==> config.mk <==
export PLATFORM = sky130hd
export DESIGN_NAME = exc_pipe_tracker
export DESIGN_NICKNAME = d
export VERILOG_FILES = /design/src/rtl/exc_pkg.sv /design/src/rtl/exc_slot.sv /design/src/rtl/exc_pipe_tracker.sv
export SDC_FILE = /design/constraint.sdc
export NUM_CORES = 1
export LEC_CHECK = 0
export BUFFER_PORTS_ARGS = -buffer_cell sky130_fd_sc_hd__buf_2
export CAP_MARGIN = 20
export CORE_ASPECT_RATIO = 1.25
export CORE_MARGIN = 1.5
export CORE_UTILIZATION = 35
export DETAILED_ROUTE_END_ITERATION = 8
export PLACE_DENSITY = 0.6
export SLEW_MARGIN = 20
export SYNTH_ARGS = -nofsm -noshare
export SYNTH_HDL_FRONTEND = slang
export SYNTH_SLANG_ARGS = --single-unit
==> constraint.sdc <==
create_clock -name clk -period 2.1 [get_ports clk]
set_input_delay 0.315 -clock clk [delete_from_list [all_inputs] [get_ports clk]]
set_output_delay 0.315 -clock clk [all_outputs]
set_load 0.005 [all_outputs]
==> src/rtl/exc_pkg.sv <==
// Shared exception-code definitions and the oldest-wins merge used by the
// exception-tracking pipeline.
package exc_pkg;

    localparam int EXC_EW = 5;
    localparam int EXC_MW = 16;  // widest code the merge helper handles

    localparam logic [EXC_EW-1:0] EXC_NONE = 5'd0;
    localparam logic [EXC_EW-1:0] EXC_ADEL = 5'd4;
    localparam logic [EXC_EW-1:0] EXC_ADES = 5'd5;
    localparam logic [EXC_EW-1:0] EXC_SYS  = 5'd8;
    localparam logic [EXC_EW-1:0] EXC_RI   = 5'd10;
    localparam logic [EXC_EW-1:0] EXC_OV   = 5'd12;

    // An already-recorded code wins over a newly detected one.
    function automatic logic [EXC_MW-1:0] exc_merge(input logic [EXC_MW-1:0] a,
                                                    input logic [EXC_MW-1:0] b);
        return (a != '0) ? a : b;
    endfunction

endpackage

==> src/rtl/exc_slot.sv <==
// One tracked pipeline slot: valid, PC and exception code with clear/load/hold.
module exc_slot
    import exc_pkg::*;
#(
    parameter int AW = 32,
    parameter int EW = EXC_EW
) (
    input  logic          clk,
    input  logic          rst_n,
    input  logic          clr,
    input  logic          ld,
    input  logic          d_v,
    input  logic [AW-1:0] d_pc,
    input  logic [EW-1:0] d_code,
    output logic          v,
    output logic [AW-1:0] pc,
    output logic [EW-1:0] code
);

    always_ff @(posedge clk or negedge rst_n) begin
        if (!rst_n) begin
            v    <= 1'b0;
            pc   <= '0;
            code <= '0;
        end else if (clr) begin
            v    <= 1'b0;
            code <= '0;
        end else if (ld) begin
            v    <= d_v;
            pc   <= d_pc;
            code <= d_v ? d_code : '0;
        end
    end

endmodule

==> src/rtl/exc_pipe_tracker.sv <==
// Carries PC and exception code through STAGES slots and hands the surviving
// exception at the last slot to CP0 over a req/ack handshake.
module exc_pipe_tracker
    import exc_pkg::*;
#(
    parameter int STAGES = 4,
    parameter int EW     = EXC_EW,
    parameter int AW     = 32,
    parameter int CW     = 16
) (
    input  logic                 clk,
    input  logic                 rst_n,
    input  logic                 stall,
    input  logic                 flush,
    input  logic                 in_valid,
    input  logic [AW-1:0]        in_pc,
    input  logic [EW-1:0]        in_exc,
    input  logic [STAGES*EW-1:0] stage_exc,
    output logic                 exc_req,
    output logic [EW-1:0]        exc_code,
    output logic [AW-1:0]        exc_pc,
    input  logic                 exc_ack,
    output logic                 busy,
    output logic [CW-1:0]        exc_cnt
);

    localparam int L = STAGES - 1;

    logic [STAGES-1:0]         v, d_v, clr;
    logic [STAGES-1:0][AW-1:0] pc, d_pc;
    logic [STAGES-1:0][EW-1:0] code, d_code, merged;
    logic                      capture, ack_done, adv;

    // Codes detected by an empty slot are dropped here.
    for (genvar s = 0; s < STAGES; s++) begin : g_merge
        assign merged[s] = v[s] ?
            EW'(exc_merge(EXC_MW'(code[s]), EXC_MW'(stage_exc[s*EW +: EW]))) : '0;
    end

    assign capture  = !exc_req && !flush && v[L] && (merged[L] != '0);
    assign ack_done = exc_req && exc_ack;
    // Capture freezes the younger slots for the edge on which it happens.
    assign adv      = !stall && !flush && !exc_req && !capture;

    for (genvar s = 0; s < STAGES; s++) begin : g_slot
        if (s == 0) begin : g_head
            assign d_v[s]    = in_valid;
            assign d_pc[s]   = in_pc;
            assign d_code[s] = in_exc;
        end else begin : g_body
            assign d_v[s]    = v[s-1];
            assign d_pc[s]   = pc[s-1];
            assign d_code[s] = merged[s-1];
        end
        assign clr[s] = flush || ack_done || ((s == L) && capture);

        exc_slot #(.AW(AW), .EW(EW)) u_slot (
            .clk    (clk),
            .rst_n  (rst_n),
            .clr    (clr[s]),
            .ld     (adv),
            .d_v    (d_v[s]),
            .d_pc   (d_pc[s]),
            .d_code (d_code[s]),
            .v      (v[s]),
            .pc     (pc[s]),
            .code   (code[s])
        );
    end

    always_ff @(posedge clk or negedge rst_n) begin
        if (!rst_n) begin
            exc_req  <= 1'b0;
            exc_code <= '0;
            exc_pc   <= '0;
            exc_cnt  <= '0;
        end else if (capture) begin
            exc_req  <= 1'b1;
            exc_code <= merged[L];
            exc_pc   <= pc[L];
        end else if (ack_done) begin
            exc_req <= 1'b0;
            if (exc_cnt != '1) exc_cnt <= exc_cnt + 1'b1;
        end
    end

    assign busy = exc_req;

endmodule

# Word level (Yosys, flattened, before mapping)
# Cells that the tools add are included.
word_totals:
  output_inout_bits: 55
  input_bits: 63
  reg_bits: 206
  word_cells: 72
classes:
  bitwise: 3
  n_addsub: 1
  muxes: 27
  n_eq_ne: 1
  n_reduce_logical: 24
op_table:
  columns: ["operator", "n"]
  rows:
  - ["two-way mux 5 bit", 17]
  - ["nonzero test 5 bit", 5]
  - ["adder 16 x 1 -> 16 bit, second input constant", 1]
  - ["!= test 16 bit, second input constant", 1]
  - ["two-way mux 1 bit", 10]
  - ["logical AND 1 bit", 7]
  - ["nonzero test 2 bit", 3]
  - ["logical NOT 1 bit", 4]
  - ["AND reduction 2 bit", 2]
  - ["NOT 1 bit", 3]
  - ["AND reduction 3 bit", 1]
  - ["logical OR 1 bit", 2]

# Longest topological paths before layout
# Gate-level depths: netlist of the first run.
logic_depth:
  depth_word: 9
  ltp_mapped: 7

# Hierarchy
# Synthesis of the first run repeated with hierarchy kept, for this count alone.
unflattened:
  cells_unflattened: 570
  hier_area_um2: 9113.7
by_module_without_submodules:
  columns: ["module", "area_per_inst_um2", "instances", "cells_each"]
  rows:
  - ["exc_slot", 1600.3, 4, 87]
  - ["exc_pipe_tracker", 2712.6, 1, 222]

# Least setup slack after synthesis of the first run
# Ideal clock, no wire load.
synth_timing:
  kind: "reg-to-reg"
  startpoint: "register g_slot[3].u_slot.code[0]"
  endpoint: "register g_slot[2].u_slot.pc[26]"
  arrival_time_ps: 1778
  setup_ps: 127
  n_path_buf: 3
  stages_incl_launch_ff: 8
  path_slack_ps: 195
  period_less_slack_ps: 1905
  path_cell_list: "dfrtp_1 > nor3_2 > a31o_4 > and2_1 > buf_6 > buf_12 > buf_6 > mux2_1"
synth_via:
  elab_chain_len: 8
synth_lines:
  columns: ["element", "line_no", "rtl"]
  rows:
  - ["start, declared", "exc_slot.sv:17", "output logic [EW-1:0] code"]
  - ["start signal, assigned", "exc_slot.sv:31", "code <= d_v ? d_code : '0;"]
  - ["nonzero test 5 bit", "exc_pkg.sv:18", "return (a != '0) ? a : b;"]
  - ["two-way mux 5 bit *", "exc_pkg.sv:18", null]
  - ["two-way mux 5 bit *", "exc_pipe_tracker.sv:36", "assign merged[s] = v[s] ?"]
  - ["nonzero test 5 bit *", "exc_pipe_tracker.sv:40", "assign capture = !exc_req && !flush && v[L] && (merged[L] != '0);"]
  - ["logical AND 1 bit *", "exc_pipe_tracker.sv:40", null]
  - ["logical NOT 1 bit *", "exc_pipe_tracker.sv:43", "assign adv = !stall && !flush && !exc_req && !capture;"]
  - ["logical AND 1 bit *", "exc_pipe_tracker.sv:43", null]
  - ["AND reduction 2 bit (no source line) *", null, null]
  - ["end signal, assigned", "exc_slot.sv:30", "pc <= d_pc;"]
  - ["end, declared", "exc_slot.sv:16", "output logic [AW-1:0] pc,"]
# Every way passes the cells marked *; elsewhere a longest branch is shown, timed or not.
# A chain may end at the register's enable or synchronous reset.

# Worst setup path after layout of the first run
layout_timing:
  startpoint: "register g_slot[3].u_slot.code[2]"
  endpoint: "register g_slot[1].u_slot.pc[16]"
layout_via:
  elab_chain_len: 8
layout_lines:
  columns: ["element", "line_no"]
  rows:
  - ["nonzero test 5 bit", "exc_pkg.sv:18"]
  - ["two-way mux 5 bit *", "exc_pkg.sv:18"]
  - ["two-way mux 5 bit *", "exc_pipe_tracker.sv:36"]
  - ["nonzero test 5 bit *", "exc_pipe_tracker.sv:40"]
  - ["logical AND 1 bit *", "exc_pipe_tracker.sv:40"]
  - ["logical NOT 1 bit *", "exc_pipe_tracker.sv:43"]
  - ["logical AND 1 bit *", "exc_pipe_tracker.sv:43"]
  - ["AND reduction 2 bit (no source line) *", null]
  - ["end signal, assigned", "exc_slot.sv:30"]
  - ["end, declared", "exc_slot.sv:16"]
# Marks and branches as above.

==> impl_metrics.tcl, run 1 <==
set metrics [dict create \
    synth_nets 630 \
    rsz0062_at_grt "no" \
    numCtsBuffers 22 \
    end_kind "flip-flop" \
    synth_async_sr_flop_share_pct 100 \
    firstDrtPassIters 4 \
    synth_area_leaders "dfrtp_1, mux2_2, mux2_1" \
    yosysTopAreaCellShare_pct 62.6 \
    synth_cell_types 42 \
    slowest_stage "dfrtp_1" \
    hold_class "input pin to flip-flop" \
    p_comb_share_pct 12.0 \
    synth_adder_area_share_pct 0.152 \
    insertion_delay_ns 0.50 \
    max_cap_viol_count 0 \
    synth_most_common_cell "dfrtp_1" \
    min_period_ns 1.89 \
    arrival_ns 2.28 \
    outcome "completed" \
    antenna_cells 0 \
    fin_crit_sh_pct 90.2 \
    root_buffer "clkbuf_16" \
    first_iter_violations 168 \
    muxShareOfSynthArea_pct 22.6 \
    grt_max_degree 56 \
    critical_path.cell_chain "nor4_4 -> a31o_4 -> and2_4 -> buf_12 -> mux2_2" \
    routed_wirelength_mm 15.5 \
    tritoncts "done" \
    synth_top_family_by_area "multiplexers" \
    grt_pass1_vias 5286 \
    leakage_nw 4.73 \
    fin_tns_setup_ns 0 \
    netSwitchingFraction_pct 23.2 \
    initial_core_util_pct 35.8 \
    clock_path_buffers 3 \
    layout.nets 769 \
    finalSetupViolations 0 \
    gr-total-overflow 0 \
    synthFlopType "dfrtp_1" \
    post_synth_xor_area_fraction_pct 1.49 \
    dieArea_um2 24500 \
    hold_viol 0 \
    crit_family "simple AND/OR/NAND/NOR gates" \
    yosys_warnings 0 \
    power.switching_w 0.00248 \
    critPathBufInv 1 \
    finClkSkew_ns 0.00739 \
    io_pins 118 \
    power_density_nw_per_um2 1060 \
    required_ns 2.49 \
    drive_gt1_share_pct 42.6 \
    power.internal_w 0.00822 \
    synthTopCellsByCount "dfrtp_1, mux2_2, mux2_1" \
    antenna_found_initial 1 \
    vias 4980 \
    path_class "flip-flop to flip-flop" \
    cp_max_fo 47 \
    cpPeakStageDelay_ns 0.46 \
    grt_util_all_layers_pct 13.0 \
    seqPwrFrac_pct 49.3 \
    peakVddDrop_mv 0.596 \
    worstMarginPinSlew_ns 0.492 \
    synth-edff-count 0 \
    holdWs_ns 0.0284 \
    finalWeightedCongestion 0.867 \
    hpwl_mm 10.5 \
    start_kind "flip-flop" \
    vias_per_cell 4.94 \
    area_growth_syn_to_layout_pct 22.1 \
    die_y_um 175 \
    io_buffers 117 \
    pwr-share-clk_pct 38.7 \
    syn_area_um2 8240 \
    die_w_um 140 \
    ys_ff_latch 206 \
    clock_sinks 206 \
    grt_pass1_wl_mm 26.2 \
    synth_top_area_cell "dfrtp_1" \
    syn_inst 566 \
    clkSlewWorstSetupHoldPaths_ns 0.06 \
    wl_per_cell_um 15.4 \
    yosys.area_share.simple_pct 6.51 \
    cts_max_level 1 \
    slew_violations 0 \
    avgSynthCellArea_um2 14.6 \
    rows 62 \
    relSlewSlack_pct 66.9 \
    coreArea_um2 23000 \
    antenna_left 0 \
    fmax_mhz 528 \
    drc_errors 0 \
    ys_seq_area_share_pct 62.6 \
    synth_compound_area_share_pct 4.08 \
]
[logic make-up after synthesis]
group	Yosys count
buf+inv	28
mux	166
compound gates	50
simple gates	101
fa+ha+maj	1
xor+xnor	14
flops	206
[layout make-up]
type | instances | area, um2
fillers | 2100 | 13000
multi-input cells | 332 | 2880
well taps | 288 | 360
clock inverters | 12 | 188
flip-flops and latches | 206 | 5150
repair buffers | 139 | 850
clock buffers | 27 | 609
inverters | 4 | 15.0
[final timing paths]
| kind | start | end | slack, ns | depth (start not counted) |
|---|---|---|---|---|
| max | g_slot[3].u_slot.code[2] | g_slot[1].u_slot.pc[16] | 0.21 | 5 |
| min | in_pc[29] | g_slot[0].u_slot.pc[29] | 0.03 | 2 |
| max reg2reg | g_slot[3].u_slot.code[2] | g_slot[1].u_slot.pc[16] | 0.21 | 5 |
| min reg2reg | g_slot[2].u_slot.pc[20] | g_slot[2].u_slot.pc[20] | 0.48 | 1 |
| max in group asynchronous | rst_n | exc_cnt[3] | 1.15 | 3 |
| min in group asynchronous | rst_n | exc_cnt[12] | 0.31 | 2 |
[sequential cells by signal (all words and copies together), names as in the netlist]
name,count
g_slot.u_slot.pc,128
busy,1
exc_cnt,16
exc_pc,32
exc_code,5
g_slot.u_slot.v,4
g_slot.u_slot.code,20
[layout by cell type, fill, tap and decap left out, types with 2 or more instances in the layout]
master,count
mux2i_1,5
nand4_1,15
a21oi_1,12
nor3_1,15
buf_2,116
nand3_1,9
clkbuf_16,22
nor4_4,2
buf_4,14
clkinv_2,2
mux2_2,114
bufinv_16,4
xnor2_1,2
nor2_1,12
clkinv_4,2
mux2_1,47
o2bb2ai_1,5
buf_12,7
xor2_1,12
o21ai_0,15
clkinvlp_4,2
dfrtp_1,206
a31o_2,10
a31oi_1,4
inv_1,4
nor4_1,2
nand2_1,33
clkbuf_8,5
[worst reg2reg max path: cells and delay by family (launching register included)]
kind / cells / cell delay [ns]
compound gates: 1 / 0.19
buf+inv: 1 / 0.26
flops: 1 / 0.46
mux: 1 / 0.40
simple gates: 2 / 0.47
[power groups by stage]
stage                     registers (W)  logic (W)  clock network, W
final                           0.00527    0.00128           0.00414
after global routing            0.00540    0.00143           0.00446
after floorplan                 0.00521   0.000888                 0
after global placement          0.00530    0.00124                 0
after detailed placement        0.00535    0.00131                 0
after CTS                       0.00528    0.00132           0.00430
[layer usage]
metal,vias to the layer above,part of all wire (%),global-route usage [%]
met3,31,5.5,2.89
met1,2493,42,16.1
met5,-,0.084,0
met4,2,2.1,3.77
met2,139,50,22.7
li1,2315,-,-
[through the flow]
stage | total power (W) | instance area [um2] | utilization, % | setup WS [ns] | cells
floorplan | 0.00610 | 8240 | - | 0.195 | 566
global placement | 0.00654 | 9250 | 40.2 | 0.180 | 968
detailed placement | 0.00666 | 9250 | 40.2 | 0.171 | 968
CTS | 0.0109 | 10100 | 43.7 | 0.191 | 1008
global route | 0.0113 | 10100 | 43.7 | 0.119 | 1008
finish | 0.0107 | 10100 | 43.7 | 0.206 | 1008
[what timing repair did]
item | in CTS | in global routing
gates resized for setup | 0 | 0
hold endpoints to repair | 40 | 0
hold buffers | 1 | 0
setup buffers | 0 | 0
Note: power is estimated with default switching activity, not from simulation.
==> inputs of run 2 (changes only) <==
Settings changed: CORE_MARGIN 1.5 to default, TNS_END_PERCENT from default to 100.
==> run 2 against run 1 <==
Compared with the run above:
- the run now ends with DRC left
- sequential share of layout area rose by 0.33 points
- maximum frequency down 1.7%
- register-to-register slack worse by 0.03 ns
- utilization down 0.28 points
- hold slack improved by 0.014 ns
- wire length up 0.58%
- highest routed layer is now met4
- largest cell class unchanged
==> impl_metrics.tcl, run 2 (synthesis gave the netlist of run 1 again) <==
set metrics [dict create \
    coreArea_um2 23000 \
    cts_resized 0 \
    tritoncts "done" \
    firstDrtPassIters 7 \
    drc_errors 13 \
    min_from "in_pc[18]" \
    clkSlewWorstSetupHoldPaths_ns 0.06 \
    area_growth_syn_to_layout_pct 21.3 \
    finalWeightedCongestion 0.818 \
    max_cap_viol_count 0 \
    worstReg2RegEnd "g_slot[1].u_slot.pc[29]" \
    grt_pass1_vias 5179 \
    fmax_mhz 519 \
    reg.largest.list "g_slot.u_slot.pc x128, exc_pc x32, g_slot.u_slot.code x20" \
    initial_core_util_pct 35.8 \
    dieArea_um2 24200 \
    wl_per_cell_um 15.4 \
    drive_gt1_share_pct 42.3 \
    arrival_ns 2.30 \
    peakVddDrop_mv 0.682 \
    finalSetupViolations 0 \
    io_pins 118 \
    grt_pass1_wl_mm 26.4 \
    dp.cells 968 \
    r2r_start "g_slot[3].u_slot.code[2]" \
    outcome "complete, but fails checks" \
    hold_buffers 1 \
    slew_violations 0 \
    final_cell_mix "dfrtp_1, buf_2, mux2_2, mux2_1, nand2_1" \
    cts_max_level 1 \
    routed_wirelength_mm 15.6 \
    antenna_cells 0 \
    fin_crit_sh_pct 91.7 \
    end_kind "flip-flop" \
    vias_per_cell 4.92 \
    antenna_left 0 \
    clock_path_buffers 3 \
    vias 4964 \
    largest_reg_flops 128 \
    min_period_ns 1.93 \
    fin_util_pct 43.4 \
    rows 62 \
    numCtsBuffers 22 \
    regMostFlops "g_slot.u_slot.pc" \
    cp_max_fo 17 \
    gr-total-overflow 0 \
    leakage_nw 4.72 \
    layout.cells.most_common "dfrtp_1" \
    worstMarginPinSlew_ns 0.517 \
    rsz0062_at_grt "no" \
    reg2regPathDepth 5 \
    cts_setup_buffers 0 \
    whs_endpoint "g_slot[0].u_slot.pc[18]" \
    antenna_found_initial 0 \
    violations "DRC" \
    die_w_um 139 \
    insertion_delay_ns 0.49 \
    clock_sinks 206 \
    grt_max_degree 59 \
    fin_tns_setup_ns 0 \
    final_cells 1009 \
    die_y_um 174 \
    hold_viol 0 \
    relSlewSlack_pct 65.3 \
    finClkSkew_ns 0.00476 \
    path_class "flip-flop to flip-flop" \
    start_kind "flip-flop" \
    root_buffer "clkbuf_16" \
    power_density_nw_per_um2 1040 \
    first_iter_violations 202 \
    hold_path_depth 2 \
    io_buffers 117 \
    required_ns 2.48 \
    hold_class "input pin to flip-flop" \
    layout.nets 769 \
    hpwl_mm 10.7 \
    grt_util_all_layers_pct 13.4 \
    power_w 0.0104 \
    r2r_setup_slack_ns 0.17 \
]
-- run 2: cell count changes in the layout (fill, tap and decap cells not counted), moves of 2 or more --
cell and delta:
bufinv_16 -3, clkbuf_1 +3, clkbuf_8 +3, clkinv_2 +2, clkinv_4 -2, clkinvlp_4 -2
-- run 2: how the worst max path moves through the flow --
stage	cells after the start	startpoint	slack [ns]	end
finish	5	g_slot[3].u_slot.code[2]	0.17	g_slot[1].u_slot.pc[29]
global route	6	g_slot[3].u_slot.code[2]	0.09	g_slot[0].u_slot.v
CTS	5	g_slot[3].u_slot.code[2]	0.16	g_slot[1].u_slot.pc[26]
detailed placement	6	stage_exc[17]	0.16	g_slot[1].u_slot.pc[26]
global placement	6	stage_exc[17]	0.18	g_slot[1].u_slot.pc[28]
floorplan	7	g_slot[3].u_slot.code[0]	0.19	g_slot[2].u_slot.pc[26]
-- run 2: power breakdown --
group	internal, W	leakage (nW)	total, W	switching [W]
Clock	0.00237	0.373	0.00389	0.00152
Combinational	0.000796	1.76	0.00128	0.000489
Sequential	0.00485	2.59	0.00527	0.000424
-- run 2: layout make-up --
class                           instances  area [um2]
Clock buffer                           34         687
Clock inverter                          6        58.8
Fill cell                            2122       13000
Inverter                                4        15.0
Multi-Input combinational cell        332        2880
Sequential cell                       206        5150
Tap cell                              288         360
Timing Repair Buffer                  139         837
-- run 2: per-layer routing --
metal,wire (um),up-vias,GRT usage (%),part of all wire (%)
met5,0,-,0,0
met1,6640,2494,16.7,43
met4,301,0,3.84,1.9
met3,907,28,3.04,5.8
met2,7710,124,23.0,50
li1,-,2318,-,-
-- run 2: worst max-delay path, cell delays in order (launching register included) --
cell and delay (ns):
dfrtp_1 0.46, nor4_4 0.31, a31o_4 0.20, and2_4 0.20, buf_4 0.26, mux2_2 0.37
-- run 2: stage by stage --
| step | setup WS [ns] | hold WS [ns] | cell area, um2 |
|---|---|---|---|
| 6_report | 0.173 | 0.0424 | 10000 |
| 5_1_grt | 0.0914 | 0.0285 | 10000 |
| 4_1_cts | 0.160 | 0.0175 | 10000 |
| 3_5_place_dp | 0.159 | 0.299 | 9240 |
| 3_3_place_gp | 0.184 | 0.291 | 9240 |
| 2_1_floorplan | 0.195 | 0.0194 | 8240 |
==> inputs of run 3 (changes only) <==
Settings changed: CTS_BUF_LIST from default to sky130_fd_sc_hd__clkbuf_8.
==> run 3 against run 2 <==
Compared with the run above:
- the run still ends with DRC left
- via count rose by 0.36%
- clock-buffer cell count rose by 8
- register-to-register slack barely moved
- sequential cell count did not move
- wire length rose by 1.9%
- sequential share of layout area rose by 0.55 points
- cell area fell by 1.1%
- critical endpoint is now g_slot[1].u_slot.pc[27]
- largest power group unchanged
==> impl_metrics.tcl, run 3 (synthesis gave the netlist of run 1 again) <==
set metrics [dict create \
    required_ns 2.47 \
    drc_errors 13 \
    start_kind "flip-flop" \
    first_iter_violations 236 \
    globalRouteMet2Util_pct 23.2 \
    grt_pass1_vias 5280 \
    startpoint "g_slot[3].u_slot.code[2]" \
    io_pins 118 \
    final_cell_mix "dfrtp_1, buf_2, mux2_2, mux2_1, clkbuf_8" \
    min_period_ns 1.92 \
    peakVddDrop_mv 0.519 \
    finalWeightedCongestion 0.818 \
    largest_reg_flops 128 \
    tritoncts "done" \
    firstDrtPassIters 9 \
    busiest_layer "met2" \
    clock_path_buffers 3 \
    cpPeakStageDelay_ns 0.46 \
    dieArea_um2 24200 \
    cp_max_fo 17 \
    layout.cells.most_common "dfrtp_1" \
    antenna_cells 0 \
    holdWs_ns 0.0404 \
    insertion_delay_ns 0.50 \
    grt_max_degree 59 \
    fin_ws_ns 0.180 \
    finalSetupViolations 0 \
    layout.nets 782 \
    drive_gt1_share_pct 42.3 \
    worstMarginPinSlew_ns 0.508 \
    r2r_start "g_slot[3].u_slot.code[2]" \
    vias 4982 \
    routed_wirelength_mm 15.9 \
    io_buffers 117 \
    critical_path.cell_chain "nor4_4 -> a31o_4 -> and2_4 -> buf_4 -> mux2_2" \
    die_w_um 139 \
    wl_per_cell_um 15.5 \
    hold_viol 0 \
    numCtsBuffers 34 \
    finClkSkew_ns 0.0135 \
    vias_per_cell 4.86 \
    cts_setup_buffers 0 \
    regMostFlops "g_slot.u_slot.pc" \
    gr-total-overflow 0 \
    power_density_nw_per_um2 994 \
    slew_violations 0 \
    fillers 2154 \
    violations "DRC" \
    grt_util_all_layers_pct 13.7 \
    reg.largest.list "g_slot.u_slot.pc x128, exc_pc x32, g_slot.u_slot.code x20" \
    fin_tns_setup_ns 0 \
    met3_usage_pct 3.70 \
    preCtsSetupSlack_ns 0.159 \
    path_class "flip-flop to flip-flop" \
    die_y_um 174 \
    hpwl_mm 10.7 \
    max_cap_viol_count 0 \
    placed_cell_area_um2 9240 \
    antenna_left 0 \
    hold_class "input pin to flip-flop" \
    fin_crit_sh_pct 91.5 \
    clkSlewWorstSetupHoldPaths_ns 0.06 \
    antenna_found_initial 0 \
    relSlewSlack_pct 65.8 \
    root_buffer "clkbuf_8" \
    stdcell_area_um2 9890 \
    rows 62 \
    slowest_stage "dfrtp_1" \
    cts_max_level 2 \
    clock_sinks 206 \
    area_growth_syn_to_layout_pct 20.0 \
    coreArea_um2 23000 \
    rsz0062_at_grt "no" \
    leakage_nw 4.72 \
    min_from "in_pc[18]" \
    initial_core_util_pct 35.8 \
    grt_use_met1_pct 16.8 \
    fmax_mhz 521 \
    outcome "complete, but fails checks" \
    grt_pass1_wl_mm 26.8 \
    end_kind "flip-flop" \
    arrival_ns 2.29 \
]
## run 3: worst paths after layout
check	cells after the start	slack, ns	endpoint
setup reg to reg	5	0.18	g_slot[1].u_slot.pc[27]
hold reg to reg	1	0.48	g_slot[2].u_slot.pc[17]
min in group asynchronous	2	0.33	exc_cnt[10]
hold / removal	2	0.04	g_slot[0].u_slot.pc[18]
setup / recovery	5	0.18	g_slot[1].u_slot.pc[27]
max in group asynchronous	3	1.11	g_slot[1].u_slot.pc[26]
## run 3: per-stage QoR
stage               cells  util, %  power [W]
global placement      968     40.1    0.00656
detailed placement    968     40.1    0.00667
global route         1025     42.9     0.0104
finish               1025     42.9    0.00983
floorplan             566        -    0.00610
CTS                  1025     42.9     0.0101
## run 3: worst max-delay path, delay by kind of cell, from the launching register on
kind	cells	cell delay, ns
AOI/OAI and AO/OA	1	0.20
buffers and inverters	1	0.26
DFF	1	0.46
muxes	1	0.37
and+or+nand+nor	2	0.51
## run 3: where the power goes
part	switching (W)	internal, W	total (W)
clock	0.00149	0.00178	0.00327
sequential	0.000426	0.00485	0.00527
combinational	0.000487	0.000798	0.00129
## run 3: metal layers
layer,vias up,wire length [um]
met2,126,7760
met5,-,0
met4,0,376
met3,34,922
met1,2486,6800
li1,2336,-
## run 3: repair_timing
action | CTS | global route
gates resized for setup | 0 | 0
hold buffers | 2 | 0
endpoints found under the hold margin | 48 | 0
## run 3: layout make-up
cell class	instances	area [um2]	area share [%]
sequential	206	5150	52.1
multi-input combinational	332	2880	29.1
timing repair buffer	140	847	8.56
clock buffer	42	578	5.84
tap	288	360	3.64
clock inverter	13	52.6	0.531
inverter	4	15.0	0.152
